`src/rtl/mm_pkg.sv`:
```
// mm_pkg: shared constants and FSM state type for the oversampling UART receiver.
// Build macro MM_RX_PARITY_EN adds the PARITY state.
package mm_pkg;

  localparam int OVERSAMPLE       = 16;   // ticks per bit
  localparam int START_MID        = 8;    // ticks from start edge to mid start bit
  localparam int BAUD_DIV_DEFAULT = 326;  // 50 MHz / (9600 * 16)

  typedef enum logic [2:0] {
    ST_IDLE      = 3'd0,
    ST_START     = 3'd1,
    ST_DATA      = 3'd2,
    ST_STOP      = 3'd3,
    ST_WAIT_HIGH = 3'd4
`ifdef MM_RX_PARITY_EN
    , ST_PARITY  = 3'd5
`endif
  } rx_state_e;

endpackage

```
`src/rtl/uart_rx_os_if.sv`:
```
// uart_rx_os_if: byte output channel of the UART receiver plus status pulses.
// Build macro MM_RX_PARITY_EN adds the parity_err pulse.
//
// Handshake: a byte transfers on every rising clk edge where valid && ready.
// The receiver holds data stable while valid is high and never withdraws
// valid before the transfer; the consumer may drive ready at any time.
interface uart_rx_os_if;
  import mm_pkg::*;

  logic       ready;
  logic [7:0] data;
  logic       valid;
  logic       frame_err;
  logic       overrun;
  logic       busy;
`ifdef MM_RX_PARITY_EN
  logic       parity_err;
`endif
  rx_state_e  state_dbg;

`ifdef MM_RX_PARITY_EN
  modport master (input ready, output data, valid, frame_err, overrun, busy, parity_err, state_dbg);
  modport slave  (output ready, input data, valid, frame_err, overrun, busy, parity_err, state_dbg);
`else
  modport master (input ready, output data, valid, frame_err, overrun, busy, state_dbg);
  modport slave  (output ready, input data, valid, frame_err, overrun, busy, state_dbg);
`endif

endinterface

```
`src/rtl/uart_rx_os_baud_tick_gen.sv`:
```
// baud_tick_gen: one-clk tick every BAUD_DIV clks; clear restarts the period
// so the first tick lands BAUD_DIV clks after the clear.
module baud_tick_gen #(
  parameter int BAUD_DIV = mm_pkg::BAUD_DIV_DEFAULT
) (
  input  logic clk,
  input  logic rst,
  input  logic clear,
  output logic tick
);

  localparam int             CW   = $clog2(BAUD_DIV);
  localparam logic [CW-1:0]  LAST = CW'(BAUD_DIV - 1);

  logic [CW-1:0] cnt;

  // Free-running divider, restarted by clear or reset.
  always_ff @(posedge clk) begin
    if (!rst || clear) begin
      cnt <= '0;
    end else if (cnt == LAST) begin
      cnt <= '0;
    end else begin
      cnt <= cnt + 1'b1;
    end
  end

  assign tick = (cnt == LAST);

endmodule

```
`src/rtl/uart_rx_os.sv`:
```
// uart_rx_os: 16x oversampling UART receiver (8 data bits LSB first, 1 stop bit)
// with a one-byte holding register on a valid/ready channel.
// Build macro MM_RX_PARITY_EN adds an even-parity bit and the parity_err pulse.
module uart_rx_os
  import mm_pkg::*;
#(
  parameter int BAUD_DIV = BAUD_DIV_DEFAULT
) (
  input  logic         clk,
  input  logic         rst,
  input  logic         rx,
  uart_rx_os_if.master bus
);

  localparam logic [3:0] OS_LAST  = 4'(OVERSAMPLE - 1);
  localparam logic [3:0] MID_LAST = 4'(START_MID - 1);

  rx_state_e  state, state_nx;
  logic       rx_s1, rx_s2, rx_d;
  logic [1:0] fill;
  logic       start_det, tick, tick_clr;
  logic [3:0] os_cnt, os_nx;
  logic [2:0] bit_cnt, bit_nx;
  logic [7:0] shreg;
  logic       shift_en, deliver, fe_set;
`ifdef MM_RX_PARITY_EN
  logic       pe_set, par_bad;
`endif

  // Synchronize rx; rx_d remembers a genuinely observed high level so the
  // reset value of the synchronizer can never fake a start edge.
  always_ff @(posedge clk) begin
    if (!rst) begin
      rx_s1 <= 1'b1;
      rx_s2 <= 1'b1;
      rx_d  <= 1'b0;
      fill  <= 2'b00;
    end else begin
      rx_s1 <= rx;
      rx_s2 <= rx_s1;
      fill  <= {fill[0], 1'b1};
      rx_d  <= fill[1] & rx_s2;
    end
  end

  assign start_det = rx_d & ~rx_s2;

  baud_tick_gen #(.BAUD_DIV(BAUD_DIV)) u_tick (
    .clk   (clk),
    .rst   (rst),
    .clear (tick_clr),
    .tick  (tick)
  );

  // FSM state register.
  always_ff @(posedge clk) begin
    if (!rst) state <= ST_IDLE;
    else      state <= state_nx;
  end

  // Next state, tick/bit counting and sample strobes.
  always_comb begin
    state_nx = state;
    os_nx    = os_cnt;
    bit_nx   = bit_cnt;
    tick_clr = 1'b0;
    shift_en = 1'b0;
    deliver  = 1'b0;
    fe_set   = 1'b0;
`ifdef MM_RX_PARITY_EN
    pe_set   = 1'b0;
`endif
    case (state)
      ST_IDLE: begin
        if (start_det) begin
          state_nx = ST_START;
          os_nx    = '0;
          tick_clr = 1'b1;
        end
      end
      ST_START: begin
        if (tick) begin
          if (os_cnt == MID_LAST) begin
            os_nx    = '0;
            bit_nx   = '0;
            state_nx = rx_s2 ? ST_IDLE : ST_DATA;
          end else begin
            os_nx = os_cnt + 1'b1;
          end
        end
      end
      ST_DATA: begin
        if (tick) begin
          if (os_cnt == OS_LAST) begin
            os_nx    = '0;
            shift_en = 1'b1;
            bit_nx   = bit_cnt + 1'b1;
            if (bit_cnt == 3'd7) begin
`ifdef MM_RX_PARITY_EN
              state_nx = ST_PARITY;
`else
              state_nx = ST_STOP;
`endif
            end
          end else begin
            os_nx = os_cnt + 1'b1;
          end
        end
      end
`ifdef MM_RX_PARITY_EN
      ST_PARITY: begin
        if (tick) begin
          if (os_cnt == OS_LAST) begin
            os_nx    = '0;
            pe_set   = (rx_s2 != ^shreg);
            state_nx = ST_STOP;
          end else begin
            os_nx = os_cnt + 1'b1;
          end
        end
      end
`endif
      ST_STOP: begin
        if (tick) begin
          if (os_cnt == OS_LAST) begin
            os_nx = '0;
            if (rx_s2) begin
`ifdef MM_RX_PARITY_EN
              deliver = !par_bad;
`else
              deliver = 1'b1;
`endif
              state_nx = ST_IDLE;
            end else begin
              fe_set   = 1'b1;
              state_nx = ST_WAIT_HIGH;
            end
          end else begin
            os_nx = os_cnt + 1'b1;
          end
        end
      end
      ST_WAIT_HIGH: begin
        if (rx_s2) state_nx = ST_IDLE;
      end
      default: state_nx = ST_IDLE;
    endcase
  end

  // Counters and the LSB-first shift register.
  always_ff @(posedge clk) begin
    if (!rst) begin
      os_cnt  <= '0;
      bit_cnt <= '0;
      shreg   <= '0;
    end else begin
      os_cnt  <= os_nx;
      bit_cnt <= bit_nx;
      if (shift_en) shreg <= {rx_s2, shreg[7:1]};
    end
  end

`ifdef MM_RX_PARITY_EN
  // Parity result is held until the stop sample decides delivery.
  always_ff @(posedge clk) begin
    if (!rst) begin
      par_bad        <= 1'b0;
      bus.parity_err <= 1'b0;
    end else begin
      bus.parity_err <= pe_set;
      if (state == ST_IDLE) par_bad <= 1'b0;
      else if (pe_set)      par_bad <= 1'b1;
    end
  end
`endif

  // Holding register: accept a new byte when empty or being drained this edge.
  always_ff @(posedge clk) begin
    if (!rst) begin
      bus.data      <= '0;
      bus.valid     <= 1'b0;
      bus.frame_err <= 1'b0;
      bus.overrun   <= 1'b0;
    end else begin
      bus.frame_err <= fe_set;
      bus.overrun   <= 1'b0;
      if (deliver) begin
        if (!bus.valid || bus.ready) begin
          bus.data  <= shreg;
          bus.valid <= 1'b1;
        end else begin
          bus.overrun <= 1'b1;
        end
      end else if (bus.valid && bus.ready) begin
        bus.valid <= 1'b0;
      end
    end
  end

  assign bus.busy      = (state != ST_IDLE);
  assign bus.state_dbg = state;

endmodule

```
`src/flat_wrapper.sv`:
```
// flat-port wrapper written by rule: the top's interface ports become plain ports
module uart_rx_os_flat import mm_pkg::*;
#(
  parameter int BAUD_DIV = BAUD_DIV_DEFAULT
)
  (clk, rst, rx, bus_ready, bus_data, bus_valid, bus_frame_err, bus_overrun, bus_busy, bus_state_dbg);
  uart_rx_os_if bus_i ();
  input  logic clk;
  input  logic rst;
  input  logic rx;
  input wire logic [$bits(bus_i.ready)-1:0] bus_ready;
  output wire logic [$bits(bus_i.data)-1:0] bus_data;
  output wire logic [$bits(bus_i.valid)-1:0] bus_valid;
  output wire logic [$bits(bus_i.frame_err)-1:0] bus_frame_err;
  output wire logic [$bits(bus_i.overrun)-1:0] bus_overrun;
  output wire logic [$bits(bus_i.busy)-1:0] bus_busy;
  output wire logic [$bits(bus_i.state_dbg)-1:0] bus_state_dbg;
  assign bus_i.ready = bus_ready;
  assign bus_data = bus_i.data;
  assign bus_valid = bus_i.valid;
  assign bus_frame_err = bus_i.frame_err;
  assign bus_overrun = bus_i.overrun;
  assign bus_busy = bus_i.busy;
  assign bus_state_dbg = bus_i.state_dbg;
  uart_rx_os #(.BAUD_DIV(BAUD_DIV)) u_core (.clk(clk), .rst(rst), .rx(rx), .bus(bus_i));
endmodule
```
`config.mk`:
```
export PLATFORM = sky130hd
export DESIGN_NAME = uart_rx_os_flat
export DESIGN_NICKNAME = d
export VERILOG_FILES = /design/src/rtl/mm_pkg.sv /design/src/rtl/uart_rx_os_if.sv /design/src/rtl/uart_rx_os_baud_tick_gen.sv /design/src/rtl/uart_rx_os.sv /design/src/flat_wrapper.sv
export SDC_FILE = /design/constraint.sdc
export NUM_CORES = 1
export LEC_CHECK = 0
export ABC_CLOCK_PERIOD_IN_PS = 2850
export CORE_UTILIZATION = 50
export DETAILED_ROUTE_END_ITERATION = 12
export DONT_BUFFER_PORTS = 1
export SYNTH_ARGS = -nofsm -noshare
export SYNTH_HDL_FRONTEND = slang
export SYNTH_SLANG_ARGS = --single-unit
export TNS_END_PERCENT = 30
```
`constraint.sdc`:
```
create_clock -name clk -period 2.85 [get_ports clk]
set_input_delay 0.285 -clock clk [delete_from_list [all_inputs] [get_ports clk]]
set_output_delay 0.285 -clock clk [all_outputs]
set_load 0.01 [all_outputs]
```
==> results.md, run 1 <==
* Status: finished, final reports clean
* Slew at the pin with the worst max-slew slack at 0.702 ns
* CTS clock-pin slew for the worst setup and hold paths at 0.08 ns
* Final Hold Viols at 0
* Worst slew margin at 53.0%
* Slowest CP cell: dfxtp_1
* Antenna Cells at 0
* Drt total wl at 2980 um
* Critical Path RT at 3.06 ns
* Antenna-violating nets left at 0
* Syn Nets at 197
* Die H at 62.9 um
* Setup TNS at 0 ns
* Starting Density at 53.9%
* Crit path kind: reg -> reg
* Vias in the first global route at 1,124
* PwrDens at 675 nW/um2
* Layout cells sized above 1 at 6.84%
* Total global routing overflow at 0
* CTS max path bufs at 2
* FMAX at 0.473 GHz
* Top_reg_cell synth: dfxtp_1
* Die Width at 62.9 um
* Initial DRC Count at 99
* Yosys warning total at 0
* Routed len/inst at 12.6 um
* Crit-path cells: xnor2_1, a311o_1, o2111ai_1, or4_1, a31oi_1
* CP arrival at 2.33 ns
* Final setup margin at 0.737 ns
* Num CTS Buffers at 5
* Antenna violations before repair at 0
* Row count at 21
* Crit end category: register
* Final min period at 2.11 ns
* EDFF count, synth at 0
* Vias post-DR at 1,266
* Post-synthesis cell area at 1860 um2
* Clock Latency Late Sink at 0.29 ns
* Port Buffer Count at 0
* Asr flop ratio synth at 0%
* FF+latch count, synth at 43
* P_leak at 0.776 nW
* Layout area overhead at 9.51%
* Clock sink count at 43
* DR vias/cell at 5.36
* Commonest non-fill, non-tap cell in the layout: dfxtp_1
* Final hold slack at 0.0674 ns
* TritonRoute pass-1 iters at 4
* Slowest stage delay, CP at 0.65 ns
* Post-route DRC at 0
* Post-layout nets at 198
* Gr usage total at 16.6%
* Full die area at 3960 um2
* Core area at 3440 um2
* HP Class: in -> reg
* Setup violations, final at 0
* Leading cell types in the layout, fill and taps excluded: 43 x dfxtp_1, 19 x nor2b_1, 19 x nor2_1, 17 x mux2i_1, 12 x nand2_1
* Maximum vdd drop at 0.519 mV
* Sequential-to-total area share from yosys stat at 46.4%
* H-tree depth at 2
* Post-cts sizing count at 0
* Crit start category: register
* Largest net degree at the start of global routing at 30
* Root Buffer: clkbuf_8
* Clock skew at 0.00995 ns
* RSZ-0062 raised after global routing: false
* First-pass GRT wire length at 5050 um
* IO Pins at 19
* CTS tree: built
* Tcrit/Tclk final at 74.1%
* Mean Syn Cell Area at 9.87 um2
* Crit-path max FO at 14
* Detailed placer's ending HPWL at 2060 um
* Fin. max-slew vios at 0
* Synth unique cells at 41
* Setup WS pre-CTS at 0.734 ns
* GPL Wtd Cong at 0.748
* Max cap viols at 0
* Cell count after synthesis at 188
==> path summary, 6_finish.rpt <==
check	depth (start not counted)	slack, ns	to	startpoint
setup / recovery	5	0.74	u_core.bus.state_dbg[1]$_SDFFE_PN0P_	u_core.bus.state_dbg[1]$_SDFFE_PN0P_
hold / removal	1	0.07	u_core.rx_s2$_SDFF_PN1_	rst
setup reg to reg	5	0.74	u_core.bus.state_dbg[1]$_SDFFE_PN0P_	u_core.bus.state_dbg[1]$_SDFFE_PN0P_
hold reg to reg	1	0.41	u_core.rx_s2$_SDFF_PN1_	u_core.rx_s1$_SDFF_PN1_
==> metrics by stage <==
step,std cells,util [%],power [mW],cell area [um2]
finish,236,59.0,1.37,2030
global route,236,59.0,1.44,2030
CTS,235,58.7,1.39,2020
detailed placement,227,54.8,0.833,1890
global placement,227,54.8,0.830,1890
floorplan,188,-,0.805,1860
==> worst max-delay path, delay by kind of cell, from the launching register on <==
| kind | cells | cell delay, ns |
|---|---|---|
| xor+xnor | 1 | 0.18 |
| simple gates | 1 | 0.52 |
| compound gates | 3 | 0.69 |
| flops | 1 | 0.65 |
==> metal layers <==
metal | share of wire, % | track usage (%)
met1 | 50 | 22.1
met2 | 45 | 23.8
met3 | 4.8 | 7.30
met4 | 0.60 | 5.52
met5 | 0 | 0
==> logic make-up after synthesis <==
| group | count (synthesis) | synth area share, % |
|---|---|---|
| AO/OA/AOI/OAI | 18 | 6.95 |
| AND/OR/NAND/NOR | 87 | 28.3 |
| XOR/XNOR | 8 | 3.78 |
| adder cells (fa/ha/maj) | 5 | 3.37 |
| flip-flops | 43 | 46.4 |
| multiplexers | 17 | 9.17 |
| buffers and inverters | 10 | 2.09 |
==> sequential cells by signal, indices dropped and copies added (netlist names), 2 cells and up <==
name,flops
u_core.shreg,8
u_core.u_tick.cnt,9
u_core.bus.data,8
u_core.bus.state_dbg,3
u_core.os_cnt,4
u_core.fill,2
u_core.bit_cnt,3
==> synth_stat cells (2+ instances only) <==
cell | n | area share (%)
a21boi_0 | 3 | 1.2
a21boi_1 | 2 | 0.81
a21oi_1 | 3 | 0.81
and3_1 | 3 | 1.0
clkbuf_1 | 6 | 1.2
dfxtp_1 | 43 | 46
ha_1 | 5 | 3.4
inv_1 | 3 | 0.61
mux2i_1 | 17 | 9.2
nand2_1 | 12 | 2.4
nand2b_1 | 5 | 1.7
nand3_1 | 6 | 1.6
nand4_1 | 2 | 0.67
nor2_1 | 19 | 3.8
nor2b_1 | 19 | 6.4
nor3b_1 | 3 | 1.2
nor4_1 | 2 | 0.67
o21ai_0 | 2 | 0.54
or3_1 | 3 | 1.0
or4_1 | 2 | 0.81
or4b_1 | 2 | 1.1
xnor2_1 | 5 | 2.4
xor2_1 | 3 | 1.4
==> final cells by class <==
class                           count  area (um2)
Fill cell                         314        1410
Multi-Input combinational cell    135         956
Sequential cell                    43         861
Clock buffer                        5        68.8
Clock inverter                      3        67.6
Tap cell                           46        57.6
Inverter                            3        11.3
Timing Repair Buffer                1        10.0
==> power breakdown <==
group / leakage, nW / internal [mW] / switching, mW / total, mW
sequential: 0.348 / 0.617 / 0.0338 / 0.651
clock: 0.0644 / 0.349 / 0.202 / 0.552
combinational: 0.364 / 0.0680 / 0.101 / 0.169
==> timing repair <==
item | CTS | global route
buffers inserted | 0 | 0
endpoints found under the hold margin | 0 | 1
hold buffers | 0 | 1
Power figures use the tool's default switching activity.
==> run 2, diff against run 1 <==
ABC_CLOCK_PERIOD_IN_PS = 1900   (was 2850)
PLACE_DENSITY = 0.68   (was not set)
clock period = 1.9 ns   (was 2.85 ns; I/O delays follow)
==> run 2 against run 1 <==
Clock skew down 0.0056 ns. Global-route usage increased by 2.9 points. First-iteration DRC count rose by 51%. Routed wire length rose by 21%. Final cell count up 11%. Flip-flop and latch count did not move. Sequential share of layout area is 3.7 points lower. Worst hold slack got worse by 0.056 ns. Final area is 10% higher. Core utilization up 5.9 points. Fmax increased by 11%.
==> results.md, run 2 (synthesis gave the netlist of run 1 again) <==
* Routed len/inst at 13.8 um (+9.3%)
* CTS max path bufs at 2 (unchanged)
* Post-route DRC at 0 (unchanged)
* TritonRoute pass-1 iters at 4 (unchanged)
* Maximum vdd drop at 0.613 mV (+18%)
* Slew at the pin with the worst max-slew slack at 0.421 ns (-0.281 ns)
* Share of the core filled with cells in the final layout at 64.9% (+5.9 points)
* Final Hold Viols at 0 (unchanged)
* First-pass GRT wire length at 6030 um (+19%)
* Row count at 21 (unchanged)
* Crit. Startpoint: u_core.u_tick.cnt[5]$_SDFF_PP0_
* Crit end category: register
* Critical Path RT at 2.10 ns (-0.96 ns)
* CTS tree: built
* Crit-path max FO at 8 (-6)
* Root Buffer: clkbuf_8
* Hold Startpoint: rst
* Gr usage total at 19.6% (+2.9 points)
* P_sw at 0.581 mW (+72%)
* Slowest stage delay, CP at 0.56 ns (-0.09 ns)
* Reg area at 863 um2 (+0.29%)
* Max cap viols at 0 (unchanged)
* Post-layout nets at 223 (+13%)
* Tot Pwr at 2.10 mW (+54%)
* Port Buffer Count at 0 (unchanged)
* FILL cells at 276 (-12%)
* DR vias/cell at 5.36 (about the same)
* Antenna-violating nets left at 0 (unchanged)
* Total global routing overflow at 0 (unchanged)
* Crit-path cells: nor4b_4, nand4_4, or4b_4, buf_6, mux2i_1, nor2b_1
* Antenna Cells at 0 (unchanged)
* Leading cell types in the layout, fill and taps excluded: 41 x dfxtp_1, 22 x buf_4, 19 x nor2b_1, 18 x nor2_1, 17 x mux2i_1
* Crit start category: register
* Layout Cells excl Fill at 261 (+11%)
* Antenna violations before repair at 0 (unchanged)
* Die Width at 62.9 um (unchanged)
* Top reg by flops: u_core.u_tick.cnt
* DP Cell Count at 247 (+8.8%)
* Layout cells sized above 1 at 20.0% (+13 points)
* GPL Wtd Cong at 0.798 (+6.7%)
* Clock skew at 0.00435 ns (-0.00559 ns)
* Die H at 62.9 um (unchanged)
* Layout area overhead at 20.4%
* Initial DRC Count at 149 (+51%)
* Logic pwr share at 19.8% (+7.5 points)
* Worst slew margin at 71.9% (+19 points)
* Top delay family on crit path: simple AND/OR/NAND/NOR gates
* Status: finished, final reports clean
* Clk pwr share at 34.6% (-5.6 points)
* Clock sink count at 43 (unchanged)
* FMAX at 0.527 GHz (+11%)
* CP arrival at 2.09 ns (-0.24 ns)
* Reg power frac at 45.6% (-1.9 points)
* Vias post-DR at 1,400 (+11%)
* Critical path buffers and inverters at 1 (+1)
* IO Pins at 19 (unchanged)
* Slowest CP cell: or4b_4
* Setup violations, final at 0 (unchanged)
* Switching Fraction at 27.6% (+3.0 points)
* P_leak at 0.899 nW (+16%)
* CTS clock-pin slew for the worst setup and hold paths at 0.08 ns (about the same)
* Max FFs per register at 9 (unchanged)
* Final min period at 1.90 ns (-0.217 ns)
* Hold Path End: u_core.bus.valid$_SDFFE_PN0P_
* Cell internal pwr at 1.52 mW (+47%)
* Hold path depth at 1 (unchanged)
* R2R Setup Slk at 0.004 ns (-0.73 ns)
* Full die area at 3960 um2 (unchanged)
* RR Startpoint: u_core.u_tick.cnt[5]$_SDFF_PP0_
* Largest net degree at the start of global routing at 28 (-6.7%)
* Commonest non-fill, non-tap cell in the layout: dfxtp_1
* HP Class: in -> reg
* DP Area at 2050 um2 (+8.6%)
* Drt total wl at 3610 um (+21%)
* RR Endpoint: u_core.bus.data[2]$_SDFFE_PN0P_
* Multi-input logic area at 971 um2 (+1.6%)
* Num CTS Buffers at 5 (unchanged)
* Core area at 3440 um2 (unchanged)
* RSZ-0062 raised after global routing: true
* Fin. max-slew vios at 0 (unchanged)
* Clock Latency Late Sink at 0.30 ns (about the same)
* Final instance area at 2230 um2 (+10%)
* Crit path kind: reg -> reg
* Tcrit/Tclk final at 99.8% (+26 points)
* Vias in the first global route at 1,367 (+22%)
* Starting Density at 53.9% (unchanged)
* H-tree depth at 2 (unchanged)
* Largest regs: u_core.u_tick.cnt x9, u_core.bus.data x8, u_core.shreg x8
* PwrDens at 942 nW/um2 (+40%)
* Worst-case reg-to-reg path depth at 6 (+1)
* Detailed placer's ending HPWL at 2580 um (+25%)
==> run 2: how the worst max path moves through the flow <==
stage / slack (ns) / end / cells after the start
global placement: 0.04 / u_core.bus.data[6]$_SDFFE_PN0P_ / 6
global route: -0.09 / u_core.bus.state_dbg[1]$_SDFFE_PN0P_ / 5
finish: 0.004 / u_core.bus.data[2]$_SDFFE_PN0P_ / 6
floorplan: 0.009 / u_core.bit_cnt[0]$_SDFFE_PN0P_ / 5
detailed placement: -0.03 / u_core.bus.data[2]$_SDFFE_PN0P_ / 6
CTS: -0.02 / u_core.os_cnt[2]$_SDFFE_PN0P_ / 5
==> run 2: routing by layer <==
layer  wire [um]  global-route usage (%)  vias up
met3         149                    4.56        8
met2        1760                    31.9       25
met4          68                    9.59        0
li1            -                       -      704
met1        1630                    24.0      663
met5           0                       0        -
==> run 2: cell type report <==
type,instances,area share [%]
clock inverters,3,2.07
well taps,46,2.58
inverters,3,0.504
repair buffers,26,9.69
clock buffers,5,3.08
multi-input cells,135,43.4
flip-flops and latches,43,38.6
==> run 2: power groups by stage <==
stage,combinational [mW],clock [mW],sequential [mW]
6_report,0.416,0.728,0.960
2_1_floorplan,0.241,0,0.967
3_3_place_gp,0.353,0,0.972
4_1_cts,0.363,0.739,0.955
3_5_place_dp,0.359,0,0.976
5_1_grt,0.453,0.772,0.964
==> run 2: through the flow <==
| stage | setup TNS (ns) | hold slack [ns] | setup slack [ns] |
|---|---|---|---|
| final | 0 | 0.0116 | 0.00407 |
| after global routing | -0.536 | 0.00765 | -0.0947 |
| after CTS | -0.0245 | 0.00303 | -0.0161 |
| after detailed placement | -0.110 | 0.219 | -0.0333 |
| after global placement | 0 | 0.219 | 0.0364 |
| after floorplan | 0 | 0.218 | 0.00876 |
==> run 2: what timing repair did <==
item / 4_1_cts / 5_1_grt
setup endpoints to repair: 11 / 13
gates resized for setup: 2 / 5
setup buffers: 0 / 4
hold buffers: 2 / 0
pin swaps: 6 / 6
endpoints found under the hold margin: 3 / 0
